## src/rtl/alu_arbiter_pkg.sv

```systemverilog
// rtl/alu_arbiter_pkg.sv - shared opcodes, FSM states and opcode legality for the ALU arbiter
package alu_defs;

  localparam logic [2:0] OP_FWD = 3'b000;
  localparam logic [2:0] OP_ADD = 3'b001;
  localparam logic [2:0] OP_AND = 3'b010;
  localparam logic [2:0] OP_OR  = 3'b011;

  typedef enum logic [1:0] {
    S_IDLE = 2'd0,
    S_EXEC = 2'd1,
    S_RESP = 2'd2
  } state_t;

  // The ALU only implements the lower half of the opcode space.
  function automatic logic op_legal(input logic [2:0] sel);
    return ~sel[2];
  endfunction

endpackage

```

## src/rtl/alu_arbiter_if.sv

```systemverilog
// rtl/alu_arbiter_if.sv - requester and ALU-side signal bundle for the ALU arbiter
interface alu_arbiter_if #(
  parameter int WIDTH = 8,
  parameter int SEL_W = 3
);
  logic             req0;
  logic [WIDTH-1:0] data1_0;
  logic [WIDTH-1:0] data2_0;
  logic [SEL_W-1:0] select_0;
  logic             req1;
  logic [WIDTH-1:0] data1_1;
  logic [WIDTH-1:0] data2_1;
  logic [SEL_W-1:0] select_1;
  logic [WIDTH-1:0] alu_data1;
  logic [WIDTH-1:0] alu_data2;
  logic [SEL_W-1:0] alu_select;
  logic [WIDTH-1:0] alu_result;
  logic [WIDTH-1:0] result;
  logic             ack0;
  logic             ack1;
  logic             err;
  logic             busy;
  logic             grant_id;

  modport master (
    output req0, data1_0, data2_0, select_0,
    output req1, data1_1, data2_1, select_1,
    output alu_result,
    input  alu_data1, alu_data2, alu_select,
    input  result, ack0, ack1, err, busy, grant_id
  );

  modport slave (
    input  req0, data1_0, data2_0, select_0,
    input  req1, data1_1, data2_1, select_1,
    input  alu_result,
    output alu_data1, alu_data2, alu_select,
    output result, ack0, ack1, err, busy, grant_id
  );
endinterface

```

## src/rtl/alu_arbiter_rr_arb2.sv

```systemverilog
// rtl/alu_arbiter_rr_arb2.sv - combinational two-way round-robin grant
module rr_arb2 (
  input  logic req0,
  input  logic req1,
  input  logic prio,
  output logic grant_valid,
  output logic grant_id,
  output logic next_prio
);
  assign grant_valid = req0 | req1;
  // With both requesting, prio picks the winner; otherwise the lone requester wins.
  assign grant_id    = (req0 & req1) ? prio : req1;
  assign next_prio   = ~grant_id;
endmodule

```

## src/rtl/alu_arbiter.sv

```systemverilog
// rtl/alu_arbiter.sv - shares one combinational ALU between two requesters via REQ/ACK
module alu_arbiter
  import alu_defs::*;
#(
  parameter int WIDTH       = 8,
  parameter int SEL_W       = 3,
  parameter int EXEC_CYCLES = 2
) (
  input logic          clk,
  input logic          reset,
  alu_arbiter_if.slave bus
);

  state_t           state;
  logic             prio;
  logic [3:0]       cnt;
  logic             gnt_valid;
  logic             gnt_id;
  logic             gnt_next_prio;
  logic [WIDTH-1:0] gnt_d1;
  logic [WIDTH-1:0] gnt_d2;
  logic [SEL_W-1:0] gnt_sel;

  rr_arb2 u_rr (
    .req0        (bus.req0),
    .req1        (bus.req1),
    .prio        (prio),
    .grant_valid (gnt_valid),
    .grant_id    (gnt_id),
    .next_prio   (gnt_next_prio)
  );

  assign gnt_d1   = gnt_id ? bus.data1_1  : bus.data1_0;
  assign gnt_d2   = gnt_id ? bus.data2_1  : bus.data2_0;
  assign gnt_sel  = gnt_id ? bus.select_1 : bus.select_0;
  assign bus.busy = (state != S_IDLE);

  always_ff @(posedge clk) begin
    if (reset) begin
      state          <= S_IDLE;
      prio           <= 1'b0;
      cnt            <= '0;
      bus.grant_id   <= 1'b0;
      bus.alu_data1  <= '0;
      bus.alu_data2  <= '0;
      bus.alu_select <= '0;
      bus.result     <= '0;
      bus.ack0       <= 1'b0;
      bus.ack1       <= 1'b0;
      bus.err        <= 1'b0;
    end else begin
      case (state)
        S_IDLE: begin
          if (gnt_valid) begin
            prio         <= gnt_next_prio;
            bus.grant_id <= gnt_id;
            if (op_legal(gnt_sel)) begin
              bus.alu_data1  <= gnt_d1;
              bus.alu_data2  <= gnt_d2;
              bus.alu_select <= gnt_sel;
              cnt            <= 4'(EXEC_CYCLES - 1);
              state          <= S_EXEC;
            end else begin
              // Illegal opcode never reaches the ALU; answer immediately with ERR.
              bus.result <= '0;
              bus.err    <= 1'b1;
              bus.ack0   <= ~gnt_id;
              bus.ack1   <= gnt_id;
              state      <= S_RESP;
            end
          end
        end
        S_EXEC: begin
          if (cnt == 4'd0) begin
            bus.result <= bus.alu_result;
            bus.err    <= 1'b0;
            bus.ack0   <= ~bus.grant_id;
            bus.ack1   <= bus.grant_id;
            state      <= S_RESP;
          end else begin
            cnt <= cnt - 4'd1;
          end
        end
        S_RESP: begin
          bus.ack0 <= 1'b0;
          bus.ack1 <= 1'b0;
          bus.err  <= 1'b0;
          state    <= S_IDLE;
        end
        default: state <= S_IDLE;
      endcase
    end
  end

endmodule

```

## src/flat_wrapper.sv

```systemverilog
// flat-port wrapper written by rule: the top's interface ports become plain ports
module alu_arbiter_flat import alu_defs::*;
#(
  parameter int WIDTH       = 8,
  parameter int SEL_W       = 3,
  parameter int EXEC_CYCLES = 2
)
  (clk, reset, bus_req0, bus_data1_0, bus_data2_0, bus_select_0, bus_req1, bus_data1_1, bus_data2_1, bus_select_1, bus_alu_result, bus_alu_data1, bus_alu_data2, bus_alu_select, bus_result, bus_ack0, bus_ack1, bus_err, bus_busy, bus_grant_id);
  alu_arbiter_if #(.WIDTH(WIDTH), .SEL_W(SEL_W)) bus_i ();
  input logic clk;
  input logic reset;
  input wire logic [$bits(bus_i.req0)-1:0] bus_req0;
  input wire logic [$bits(bus_i.data1_0)-1:0] bus_data1_0;
  input wire logic [$bits(bus_i.data2_0)-1:0] bus_data2_0;
  input wire logic [$bits(bus_i.select_0)-1:0] bus_select_0;
  input wire logic [$bits(bus_i.req1)-1:0] bus_req1;
  input wire logic [$bits(bus_i.data1_1)-1:0] bus_data1_1;
  input wire logic [$bits(bus_i.data2_1)-1:0] bus_data2_1;
  input wire logic [$bits(bus_i.select_1)-1:0] bus_select_1;
  input wire logic [$bits(bus_i.alu_result)-1:0] bus_alu_result;
  output wire logic [$bits(bus_i.alu_data1)-1:0] bus_alu_data1;
  output wire logic [$bits(bus_i.alu_data2)-1:0] bus_alu_data2;
  output wire logic [$bits(bus_i.alu_select)-1:0] bus_alu_select;
  output wire logic [$bits(bus_i.result)-1:0] bus_result;
  output wire logic [$bits(bus_i.ack0)-1:0] bus_ack0;
  output wire logic [$bits(bus_i.ack1)-1:0] bus_ack1;
  output wire logic [$bits(bus_i.err)-1:0] bus_err;
  output wire logic [$bits(bus_i.busy)-1:0] bus_busy;
  output wire logic [$bits(bus_i.grant_id)-1:0] bus_grant_id;
  assign bus_i.req0 = bus_req0;
  assign bus_i.data1_0 = bus_data1_0;
  assign bus_i.data2_0 = bus_data2_0;
  assign bus_i.select_0 = bus_select_0;
  assign bus_i.req1 = bus_req1;
  assign bus_i.data1_1 = bus_data1_1;
  assign bus_i.data2_1 = bus_data2_1;
  assign bus_i.select_1 = bus_select_1;
  assign bus_i.alu_result = bus_alu_result;
  assign bus_alu_data1 = bus_i.alu_data1;
  assign bus_alu_data2 = bus_i.alu_data2;
  assign bus_alu_select = bus_i.alu_select;
  assign bus_result = bus_i.result;
  assign bus_ack0 = bus_i.ack0;
  assign bus_ack1 = bus_i.ack1;
  assign bus_err = bus_i.err;
  assign bus_busy = bus_i.busy;
  assign bus_grant_id = bus_i.grant_id;
  alu_arbiter #(.WIDTH(WIDTH), .SEL_W(SEL_W), .EXEC_CYCLES(EXEC_CYCLES)) u_core (.clk(clk), .reset(reset), .bus(bus_i));
endmodule
```

## config.mk

```make
export PLATFORM = sky130hd
export DESIGN_NAME = alu_arbiter_flat
export DESIGN_NICKNAME = d
export VERILOG_FILES = /design/src/rtl/alu_arbiter_pkg.sv /design/src/rtl/alu_arbiter_if.sv /design/src/rtl/alu_arbiter_rr_arb2.sv /design/src/rtl/alu_arbiter.sv /design/src/flat_wrapper.sv
export SDC_FILE = /design/constraint.sdc
export NUM_CORES = 1
export LEC_CHECK = 0
export BUFFER_PORTS_ARGS = -buffer_cell sky130_fd_sc_hd__buf_2
export CELL_PAD_IN_SITES_DETAIL_PLACEMENT = 1
export CELL_PAD_IN_SITES_GLOBAL_PLACEMENT = 1
export CORE_MARGIN = 3
export CORE_UTILIZATION = 34
export DETAILED_ROUTE_END_ITERATION = 10
export GPL_TIMING_DRIVEN = 1
export PLACE_DENSITY = 0.75
export SLEW_MARGIN = 20
export SYNTH_ARGS = -nofsm -noshare
export SYNTH_HDL_FRONTEND = slang
export SYNTH_SLANG_ARGS = --single-unit
```

## constraint.sdc

```tcl
create_clock -name clk -period 2.4 [get_ports clk]
set_input_delay 0.24 -clock clk [delete_from_list [all_inputs] [get_ports clk]]
set_output_delay 0.24 -clock clk [all_outputs]
set_load 0.05 [all_outputs]
```

-- After elaboration in Yosys (flattened, before gate mapping)
Index checks and enable logic that the tools add are counted.
- add/subtract/negate cells: 1
- multipliers: 0
- divide/modulo/power cells: 0
- $lt $le $gt $ge: 0
- eq/ne operators: 7
- shifts and indexed selects: 0
- muxes and demuxes: 28
- bitwise gates (word level): 5
- reduce and logical (&&, ||, !) cells: 11
- operator list (cell ; count):
    two-way mux 8 bit ; 5
    case mux 8 bit (2 select lines) ; 1
    two-way mux 4 bit ; 3
    AND reduction 4 bit ; 3
    two-way mux 1 bit ; 10
    case mux 1 bit (3 select lines) ; 3
    case mux 4 bit (2 select lines) ; 1
    two-way mux 2 bit ; 3
    != test 2 x 1 -> 1 bit, second input constant ; 3
    zero test 4 bit ; 1
    != test 2 bit, second input constant ; 2
    case mux 2 bit (2 select lines) ; 1
    AND reduction 2 bit ; 2
    nonzero test 2 bit ; 2
    subtractor 4 x 1 -> 4 bit, second input constant ; 1
    two-way mux 3 bit ; 1
    inverter 1 bit ; 3
    AND reduction 3 bit ; 1
    nonzero test 3 bit ; 1
    == test 2 x 1 -> 1 bit, second input constant ; 1
    == test 2 bit, second input constant ; 1
    zero test 2 bit ; 1
    bitwise AND 1 bit ; 1
    OR 1 bit ; 1
- register bits after elaboration: 37
- latch bits: 0
- bits in writable memories: 0
- memory bits (read-only): 0
- input port bits: 50
- output and inout bits: 32
- logic and storage cells: 63
- memories kept: 0

-- Depth between registers and ports, before layout
Gate-level depths: netlist of the first run.
- word-level depth: 6
- depth in mapped cells: 7
- depth with buffers taken out: 6

-- Hierarchy
A second synthesis of the first run with hierarchy kept.
- cell total of the unflattened synthesis: 203
- area total of the unflattened synthesis: 1878.1 um^2
- modules (own cells, without submodules) (module ; times used ; cells an instance ; area an instance (um^2) ; sequential area each (um^2)):
    alu_arbiter ; 1 ; 199 ; 1855.5 ; 740.7
    rr_arb2 ; 1 ; 4 ; 22.5 ; 0.0

-- Least setup slack after synthesis of the first run
OpenSTA, ideal clock, no wires.
- path kind: reg-to-reg
- from: reg u_core.state[0]
- to: reg u_core.bus.err
- setup time: 0.121 ns
- data arrival time: 1.809 ns
- required time: 2.279 ns
- path slack: 0.470 ns
- cell stages (with the launch flop): 7
- buffers on the path: 0
- clock period less this slack: 1.930 ns
- cell sequence: dfxtp_1 -> inv_1 -> ha_1 -> inv_1 -> a21oi_1 -> a211oi_2 -> mux2_4
- word-level cells in the longest chain between the ends: 3
- elaborated cells between the ends (all ways): 9
- those cells by class: 5 x eq/ne; 1 x mux; 3 x reduce/logical
- RTL lines (item ; line ; text):
    start, declared ; alu_arbiter.sv:14 ; state_t state;
    start signal, assigned ; alu_arbiter.sv:40 ; state <= S_IDLE;
    start signal, assigned ; alu_arbiter.sv:62 ; state <= S_EXEC;
    start signal, assigned ; alu_arbiter.sv:69 ; state <= S_RESP;
    == test 2 x 1 -> 1 bit (tied with other cells) ; alu_arbiter.sv:52 ; case (state)
    != test 2 x 1 -> 1 bit (no source line) or nonzero test 3 bit (tied branches) ; -- ;
    AND reduction 4 bit (no source line) ; -- ;
    end signal, assigned ; alu_arbiter.sv:50 ; bus.err <= 1'b0;
    end signal, assigned ; alu_arbiter.sv:66 ; bus.err <= 1'b1;
    end signal, assigned ; alu_arbiter.sv:76 ; bus.err <= 1'b0;
    end, declared ; alu_arbiter_if.sv:38 ; output result, ack0, ack1, err, busy, grant_id
Several ways; a longest one is shown, not always the timed one.
A chain may end at the register's enable or synchronous reset.

-- Final worst setup path of the first run
- from: reg u_core.state[0]
- to: reg u_core.bus.result[6]
- word-level cells in the longest chain between the ends: 3
- elaborated cells between the ends (all ways): 8
- those cells by class: 4 x eq/ne; 1 x mux; 3 x reduce/logical
- RTL lines (item ; line ; text):
    == test 2 x 1 -> 1 bit or zero test 2 bit (tied branches) ; alu_arbiter.sv:52 ;
    != test 2 x 1 -> 1 bit (no source line) or nonzero test 2 bit (tied branches) ; -- ;
    AND reduction 4 bit (no source line) ; -- ;
    end signal, assigned ; alu_arbiter.sv:75 ; bus.result <= bus.alu_result;
    end, declared ; alu_arbiter_if.sv:38 ;
Several ways; a longest one is shown, not always the timed one.

==> results.json, run 1 <==
{
  "vias_per_cell": 5.31,
  "max_clock_freq_mhz": 512,
  "ant_nets": 0,
  "cellPowerDensity_nw_per_um2": 806,
  "r2r-start": "u_core.state[0]",
  "numClockSinks": 37,
  "routed-via-count": 2003,
  "p_leak_nw": 1.13,
  "gr-usage-met3": 0.0510,
  "tritoncts": "done",
  "critPathCaptureType": "flip-flop",
  "syn_nets": 285,
  "track_usage": 0.178,
  "synth_warnings": 0,
  "rsz0062_at_grt": "false",
  "synth-seq-area-share": 0.375,
  "grt_max_degree": 51,
  "tns_ns": 0,
  "core_um2": 5570,
  "overflow": 0,
  "synth_cells": 230,
  "grt_use_met1": 0.227,
  "finalHoldViolations": 0,
  "setup_viol": 0,
  "hpwl_mm": 4.31,
  "final_nets": 359,
  "cp.required_ns": 2.63,
  "clock_skew_ns": 0.00199,
  "finalWirelength_mm": 5.96,
  "critPathLaunch": "u_core.state[0]",
  "outcome": "finished, final reports clean",
  "r2r_setup_slack_ns": 0.45,
  "drv_cap": 0,
  "start_util": 0.354,
  "start_kind": "flip-flop",
  "grt.met2_usage": 0.298,
  "post_cts_buffers": 0,
  "gp_congestion": 0.809,
  "grt-busiest-layer": "met2",
  "critical_path_class": "flip-flop to flip-flop",
  "clk_latency_ns": 0.29,
  "crit_end": "u_core.bus.result[6]",
  "drtPass1Iterations": 4,
  "worst_r2r_endpoint": "u_core.bus.result[6]",
  "ir_drop_v": 0.000339,
  "drc_errors": 0,
  "antenna_found_initial": 0,
  "slew_viol_final": 0,
  "num_rows": 27,
  "cts_resized": 0,
  "io_pins": 82,
  "syn_area_um2": 1970,
  "instances_no_fill": 377,
  "dp_cells": 369,
  "postCtsHoldBufs": 0,
  "drt-initial-drc-count": 77,
  "cts_root_buffer": "clkbuf_8",
  "wl_per_cell_um": 15.8,
  "min_period_over_period": 0.814,
  "max_slew_margin": 0.445,
  "die_area_um2": 6750,
  "avgSynthCellArea_um2": 8.58,
  "clockBufferDepth": 2,
  "antenna_cells": 0,
  "grt_pass1_wl_mm": 9.35,
  "fillers": 708,
  "place.port_buffers": 80,
  "hold_path_class": "input port to flip-flop",
  "clk_pin_slew_ns": 0.07,
  "grt_pass1_vias": 1978,
  "reg2reg_depth": 7,
  "layout-area-overhead-vs-synth_pct": 28.5,
  "die-height_um": 82.2,
  "crit_fanout": 15,
  "worstPathArrival_ns": 2.18,
  "ctsHtreeMaxLevel": 2,
  "die_w_um": 82.2,
  "ys_types": 42,
  "layout-drive-gt1-share": 0.341,
  "tightest_slew_ns": 0.833,
  "final.min_clock_period_ns": 1.95,
  "ys_seq_elements": 37,
  "cts_made_buffers": 5
}
-- report_power, final --
part | switching [mW] | internal [mW] | leakage, nW | total, mW
Combinational | 0.507 | 0.250 | 0.770 | 0.758
Sequential | 0.0386 | 0.683 | 0.303 | 0.721
Clock | 0.227 | 0.339 | 0.0585 | 0.566
-- cell usage after synthesis --
cell type  number  share of area
a211oi_1        1         0.0038
and2_1          2         0.0063
or3b_2          2         0.0089
nand3b_1        8          0.030
buf_6           1         0.0057
o21a_1          1         0.0038
or4b_1          1         0.0051
and2b_2         1         0.0044
nand3_1        20          0.051
nor2_1          6          0.011
a311oi_1       18          0.080
o22ai_1         1         0.0032
and2_4          1         0.0044
buf_4           3          0.011
a21boi_0        1         0.0038
o21ai_2         2         0.0089
nor3b_1         2         0.0076
ha_1            5          0.032
mux2_4          1         0.0076
inv_1           8          0.015
a211oi_4        1          0.010
o31ai_1         2         0.0076
o21ai_0         2         0.0051
nor4_1          1         0.0032
a21oi_1        26          0.066
nor2b_1         1         0.0032
mux2i_1        10          0.051
clkbuf_1       12          0.023
dfxtp_1        37           0.38
a22o_1          1         0.0044
nand2b_1       15          0.048
buf_2           3         0.0076
or4_1           1         0.0038
buf_1           1         0.0019
a211oi_2        1         0.0063
nand2_1        23          0.044
o221ai_1        1         0.0044
o21bai_1        1         0.0038
a32oi_1         3          0.013
conb_1          1         0.0019
nor3_1          1         0.0025
o221a_4         1          0.010
-- final cells by class --
type	count	area [µm²]	share of cell area
clock buffers	7	86.3	0.0341
clock inverters	1	30.0	0.0118
inverters	8	30.0	0.0118
multi-input cells	165	1100	0.436
flip-flops and latches	37	741	0.292
well taps	72	90.1	0.0355
repair buffers	87	453	0.179
-- registers in the layout (all words and copies together), names as in the netlist --
name and flops:
u_core.bus.ack0 1, u_core.bus.ack1 1, u_core.bus.alu_data1 8, u_core.bus.alu_data2 8, u_core.bus.alu_select 2, u_core.bus.err 1
u_core.bus.grant_id 1, u_core.bus.result 8, u_core.cnt 4, u_core.prio 1, u_core.state 2
-- logic make-up after synthesis --
family / synth area share
AND/OR/NAND/NOR: 0.233
other: 0.00190
flip-flops: 0.375
multiplexers: 0.0583
AO/OA/AOI/OAI: 0.235
buffers and inverters: 0.0647
adder cells (fa/ha/maj): 0.0317
-- layout by cell type (no fill, tap or decap), drive strengths merged, types with 2 or more instances in the layout --
cell and count:
a211oi 3, nand3b 8, o21ai 4, nand2b 15, a32oi 3, o31ai 2
nor3b 2, ha 5, or3b 2, nand2 23, mux2i 10, nor2 6
a311oi 18, buf 87, inv 8, and2 3, nand3 20, dfxtp 37
a21oi 26, clkbuf 7
-- how the worst min path moves through the flow --
stage	from	to	slack [ns]	cells after the start
final	bus_select_0[1]	u_core.bus.alu_select[1]	0.21	3
after global routing	bus_data2_0[2]	u_core.bus.alu_data2[2]	0.21	3
after CTS	bus_select_0[1]	u_core.bus.alu_select[1]	0.20	3
after detailed placement	u_core.bus.result[7]	u_core.bus.result[7]	0.46	2
after floorplan	bus_data1_0[0]	u_core.bus.alu_data1[0]	0.40	2
after global placement	u_core.bus.result[0]	u_core.bus.result[0]	0.46	2
-- per-stage QoR --
step	hold WS, ns	worst slack, ns	power, mW	utilization	area (µm²)
after CTS	0.202	0.416	2.06	0.455	2530
final	0.206	0.446	2.04	0.455	2530
after global routing	0.212	0.241	2.15	0.455	2530
after global placement	0.462	0.493	1.48	0.434	2420
after floorplan	0.403	0.470	1.30	-	1970
after detailed placement	0.464	0.436	1.49	0.434	2420
-- metal layers --
metal  up-vias  routed length, µm
met4         0                 44
li1        981                  -
met2        70               2820
met3         6                418
met5         -                  0
met1       946               2680
-- worst max-delay path: stages, from the launching register on --
cell and delay, ns:
dfxtp_1 0.38, inv_1 0.06, ha_1 0.22, buf_4 0.19, inv_1 0.11, a21oi_1 0.10
a211oi_4 0.57, mux2i_1 0.24
Note: power is estimated with default switching activity, not from simulation.
==> run 2: changes to the inputs <==
==> constraint.sdc (replaced) <==
create_clock -name clk -period 1.85 [get_ports clk]
set_input_delay 0.185 -clock clk [delete_from_list [all_inputs] [get_ports clk]]
set_output_delay 0.185 -clock clk [all_outputs]
set_load 0.05 [all_outputs]
==> run 2 against run 1 <==
Effect of this change:
- fmax grew 9.0%
- register-to-register slack lost 0.39 ns
- hold slack lost 0.053 ns
- final cell count grew 1.1%
- via count shrank 0.20%
- design area grew 2.9%
- highest routed layer unchanged
==> results.json, run 2 (same netlist as run 1, synthesis figures left out) <==
{
  "slew_viol_final": 0,
  "min_period_over_period": 0.968,
  "start_kind": "flip-flop",
  "numClockSinks": 37,
  "finalHoldViolations": 0,
  "die-height_um": 82.2,
  "largest_registers": "u_core.bus.alu_data1 x8, u_core.bus.alu_data2 x8, u_core.bus.result x8",
  "clock_skew_ns": 0.00589,
  "cts_made_buffers": 5,
  "final_core_util": 0.468,
  "place.port_buffers": 80,
  "io_pins": 82,
  "ir_drop_v": 0.000486,
  "crit_fanout": 5,
  "place_area_um2": 2480,
  "worstPathArrival_ns": 1.98,
  "setup_viol": 0,
  "grt_pass1_vias": 2003,
  "vias_per_cell": 5.25,
  "instances_no_fill": 381,
  "ant_nets": 0,
  "final.min_clock_period_ns": 1.79,
  "tightest_slew_ns": 0.807,
  "core_um2": 5570,
  "cp.required_ns": 2.03,
  "ctsHtreeMaxLevel": 2,
  "grt_max_degree": 51,
  "die_w_um": 82.2,
  "antenna_cells": 0,
  "final_nets": 364,
  "antenna_found_initial": 0,
  "mostFrequentLayoutCell": "buf_2",
  "routed-via-count": 1999,
  "overflow": 0,
  "hpwl_mm": 4.35,
  "max_slew_margin": 0.462,
  "layout-area-overhead-vs-synth_pct": 32.1,
  "cellPowerDensity_nw_per_um2": 991,
  "drc_errors": 0,
  "dp_cells": 374,
  "gp_congestion": 0.875,
  "max_clock_freq_mhz": 558,
  "drt-initial-drc-count": 75,
  "critPathCaptureType": "flip-flop",
  "holdWs_ns": 0.153,
  "track_usage": 0.184,
  "outcome": "finished, final reports clean",
  "grt_pass1_wl_mm": 9.56,
  "die_area_um2": 6750,
  "wl_per_cell_um": 16.2,
  "clockBufferDepth": 2,
  "p_leak_nw": 1.15,
  "hold_path_class": "input port to flip-flop",
  "mostFrequentLayoutCells": "buf_2, dfxtp_1, a21oi_1",
  "fin_area_um2": 2610,
  "cts_root_buffer": "clkbuf_8",
  "num_rows": 27,
  "layout-drive-gt1-share": 0.362,
  "clk_latency_ns": 0.29,
  "tritoncts": "done",
  "drtPass1Iterations": 4,
  "drv_cap": 0,
  "finalWirelength_mm": 6.16,
  "start_util": 0.354,
  "clk_pin_slew_ns": 0.08,
  "critical_path_class": "flip-flop to flip-flop"
}
-- run 2: where the power goes --
| part | switching (mW) | total (mW) | internal (mW) |
|---|---|---|---|
| logic | 0.687 | 1.08 | 0.393 |
| registers | 0.0524 | 0.938 | 0.885 |
| clock network | 0.303 | 0.564 | 0.261 |
| total | 1.04 | 2.58 | 1.54 |
-- run 2: what timing repair did --
action,CTS,global route
resized for setup,0,7
endpoints found under the setup margin,0,13
hold buffers,0,0
setup buffers,0,0
-- run 2: through the flow --
stage | power [mW] | setup TNS, ns | setup slack [ns]
2_1_floorplan | 1.69 | 0 | 0.0507
3_3_place_gp | 1.98 | 0 | 0.118
3_5_place_dp | 2.00 | 0 | 0.0342
4_1_cts | 2.57 | 0 | 0.0140
5_1_grt | 2.73 | -0.0451 | -0.0208
6_report | 2.58 | 0 | 0.0584
-- run 2: path summary, 6_finish.rpt --
path	startpoint	to	slack [ns]	cells after the start
worst min-delay path	bus_data2_0[3]	u_core.bus.alu_data2[3]	0.15	3
worst max-delay path	u_core.state[0]	u_core.bus.err	0.06	6
worst max register to register	u_core.state[0]	u_core.bus.err	0.06	6
worst min register to register	u_core.bus.result[1]	u_core.bus.result[1]	0.47	2
-- run 2: critical path: stages (launching register included) --
cell	delay (ns)
dfxtp_1	0.34
inv_1	0.11
ha_4	0.18
or3b_2	0.51
o21ai_4	0.13
a211oi_2	0.10
mux2_4	0.31
-- run 2: layer usage --
layer | global-route usage | up-vias | wire (µm)
met1 | 0.227 | 934 | 2810
li1 | - | 984 | -
met4 | 0.0681 | 0 | 122
met5 | 0 | - | 0
met2 | 0.305 | 71 | 2860
met3 | 0.0488 | 10 | 369
-- run 2: final cells by class --
cell class                 count  area (µm²)
tap                           72        90.1
sequential                    37         741
timing repair buffer          92         519
multi-input combinational    165        1140
inverter                       8        33.8
clock inverter                 1        8.76
fill                         719        2970
clock buffer                   6        72.6
==> run 3: changes to the inputs <==
--- a/config.mk
+++ b/config.mk
@@ -5,14 +5,15 @@
 export SDC_FILE = /design/constraint.sdc
 export NUM_CORES = 1
 export LEC_CHECK = 0
+export ABC_AREA = 1
 export BUFFER_PORTS_ARGS = -buffer_cell sky130_fd_sc_hd__buf_2
 export CELL_PAD_IN_SITES_DETAIL_PLACEMENT = 1
 export CELL_PAD_IN_SITES_GLOBAL_PLACEMENT = 1
 export CORE_MARGIN = 3
-export CORE_UTILIZATION = 34
+export CORE_UTILIZATION = 32
 export DETAILED_ROUTE_END_ITERATION = 10
 export GPL_TIMING_DRIVEN = 1
-export PLACE_DENSITY = 0.75
+export PLACE_DENSITY = 0.76
 export SLEW_MARGIN = 20
 export SYNTH_ARGS = -nofsm -noshare
 export SYNTH_HDL_FRONTEND = slang
==> run 3 against run 2 <==
Effect of this change:
- die area is 5.5% higher
- design area is 2.3% lower
- routed wire length is 5.7% lower
- non-clock buffer count is 6 lower
- synthesized cell count is 32% higher
- first-iteration DRC count is 57% lower
- hold slack better by 0.055 ns
- fmax is 9.0% higher
- setup slack better by 0.15 ns
- critical endpoint is now u_core.bus.result[0]
- combinational power is 11% higher
- flip-flop and latch count stayed put
==> results.json, run 3 <==
{
  "grt_pass1_vias": 2107,
  "hold_path_class": "input port to flip-flop",
  "cp.required_ns": 2.04,
  "synth.area.top_cells": "dfxtp_1, nand2_1, nand3_1",
  "slew_viol_final": 0,
  "layout-drive-gt1-share": 0.279,
  "sequentialPowerShare": 0.323,
  "synth-seq-area-share": 0.377,
  "final_core_util": 0.446,
  "internal_power_mw": 1.80,
  "vias_per_cell": 4.62,
  "clockBufferDepth": 2,
  "antenna_cells": 0,
  "ys_types": 25,
  "worstPathArrival_ns": 1.83,
  "synthArstFlopShare": 0,
  "critPathCaptureType": "flip-flop",
  "ctsHtreeMaxLevel": 2,
  "synth_cells": 303,
  "cellPowerDensity_nw_per_um2": 1190,
  "max_clock_freq_mhz": 608,
  "place.port_buffers": 80,
  "clk_latency_ns": 0.30,
  "numClockSinks": 37,
  "critical_path_class": "flip-flop to flip-flop",
  "grt_max_degree": 23,
  "mostFrequentLayoutCells": "nand2_1, buf_2, nand3_1, dfxtp_1, nor2_1",
  "crit_fanout": 7,
  "p_leak_nw": 1.35,
  "drt-initial-drc-count": 32,
  "post_cts_buffers": 0,
  "synth_top_cell_by_area": "dfxtp_1",
  "gp_congestion": 0.791,
  "layout-area-overhead-vs-synth_pct": 29.5,
  "holdWs_ns": 0.208,
  "syn_area_um2": 1970,
  "switchingPower_mw": 1.24,
  "ys_seq_elements": 37,
  "start_kind": "flip-flop",
  "rsz0062_at_grt": "false",
  "clkPwrFrac": 0.282,
  "fillers": 799,
  "cts_root_buffer": "clkbuf_8",
  "yosysMostFrequentCell": "nand2_1",
  "tritoncts": "done",
  "cts_made_buffers": 5,
  "synthFlopType": "dfxtp_1",
  "yosysTopAreaCellShare": 0.377,
  "start_util": 0.345,
  "die-height_um": 84.4,
  "ant_nets": 0,
  "wl_per_cell_um": 12.8,
  "swShare": 0.408,
  "drc_errors": 0,
  "clk_pin_slew_ns": 0.08,
  "synth_warnings": 0,
  "grt_pass1_wl_mm": 9.76,
  "finalHoldViolations": 0,
  "final.min_clock_period_ns": 1.64,
  "routed-via-count": 2104,
  "largest_registers": "u_core.bus.alu_data1 x8, u_core.bus.alu_data2 x8, u_core.bus.result x8",
  "clock_skew_ns": 0.0110,
  "tns_ns": 0,
  "finalWirelength_mm": 5.81,
  "min_period_over_period": 0.889,
  "outcome": "finished, final reports clean",
  "die_area_um2": 7120,
  "io_pins": 82,
  "setup_viol": 0,
  "final_nets": 437,
  "syn_nets": 358,
  "num_rows": 27,
  "track_usage": 0.165,
  "antenna_found_initial": 0,
  "ys_top_cells_by_count": "nand2_1, dfxtp_1, nand3_1, nor2_1, a21oi_1",
  "avgSynthCellArea_um2": 6.49,
  "ir_drop_v": 0.000431,
  "core_um2": 5710,
  "share_comb_of_total_power": 0.395,
  "overflow": 0,
  "drtPass1Iterations": 4,
  "hpwl_mm": 4.41,
  "die_w_um": 84.4,
  "drv_cap": 0,
  "synth_edf_count": 0,
  "mostFrequentLayoutCell": "nand2_1"
}
## run 3: cell count changes in the layout (fill, tap and decap cells not counted), moves of 10 or more
cell | before | now
mux2i_1 | 10 | 0
nand3_1 | 20 | 37
nand2_1 | 23 | 116
nand2b_1 | 15 | 0
a311oi_1 | 18 | 0
nor2_1 | 6 | 30
inv_1 | 7 | 19
## run 3: cells by family after synthesis
| logic type | synth area share |
|---|---|
| buffers and inverters | 0.0891 |
| adder cells (fa/ha/maj) | 0.0318 |
| XOR/XNOR | 0.00445 |
| AO/OA/AOI/OAI | 0.0732 |
| other | 0.00191 |
| AND/OR/NAND/NOR | 0.423 |
| flip-flops | 0.377 |
## run 3: critical path: stages, from the launching register on
cell and delay, ns:
dfxtp_1 0.39, inv_1 0.06, ha_1 0.24, inv_1 0.18, nand2_1 0.09, nand2_2 0.13
nor2_4 0.08, nand2_4 0.11, clkinv_2 0.11, nor2_1 0.11, nor2_1 0.04
## run 3: power groups by stage
| stage | Sequential [mW] | Clock (mW) | Combinational [mW] |
|---|---|---|---|
| 6_report | 0.981 | 0.859 | 1.20 |
| 5_1_grt | 1.00 | 0.910 | 1.34 |
| 4_1_cts | 0.984 | 0.882 | 1.22 |
| 3_5_place_dp | 1.00 | 0 | 1.21 |
| 3_3_place_gp | 0.997 | 0 | 1.18 |
| 2_1_floorplan | 1.32 | 0 | 0.606 |
## run 3: through the flow
stage	setup WS, ns	std cells	cell area (µm²)	power (mW)
2_1_floorplan	0.116	303	1970	1.92
3_5_place_dp	0.208	447	2410	2.22
4_1_cts	0.178	455	2540	3.09
6_report	0.206	455	2550	3.04
3_3_place_gp	0.265	447	2410	2.18
5_1_grt	0.0210	455	2550	3.25
## run 3: final cells by class
class                      instances  area, µm²  share of cell area
multi-input combinational        231       1050               0.414
sequential                        37        741               0.291
clock inverter                     3       68.8              0.0270
tap                               72       90.1              0.0354
timing repair buffer              86        445               0.175
clock buffer                       5       68.8              0.0270
inverter                          21       80.1              0.0314
## run 3: worst paths after layout
check        depth (start not counted)                      end                    start  slack, ns
max                                 10     u_core.bus.result[0]          u_core.state[0]       0.21
min                                  5     u_core.bus.result[1]        bus_alu_result[1]       0.21
max reg2reg                         10     u_core.bus.result[0]          u_core.state[0]       0.21
min reg2reg                          2  u_core.bus.alu_data2[7]  u_core.bus.alu_data2[7]       0.46
## run 3: metal layers
layer	track usage	wire (µm)	part of all wire	up-vias
met3	0.0363	283	0.049	4
met4	0.0432	54	0.0093	0
met2	0.290	2890	0.50	40
met1	0.203	2590	0.45	956
li1	-	-	-	1104
met5	0	0	0	-
## run 3: repair_timing
| item | 4_1_cts | 5_1_grt |
|---|---|---|
| hold buffers | 0 | 0 |
| setup endpoints to repair | 0 | 2 |
| hold endpoints to repair | 0 | 0 |
| gates resized for setup | 0 | 1 |
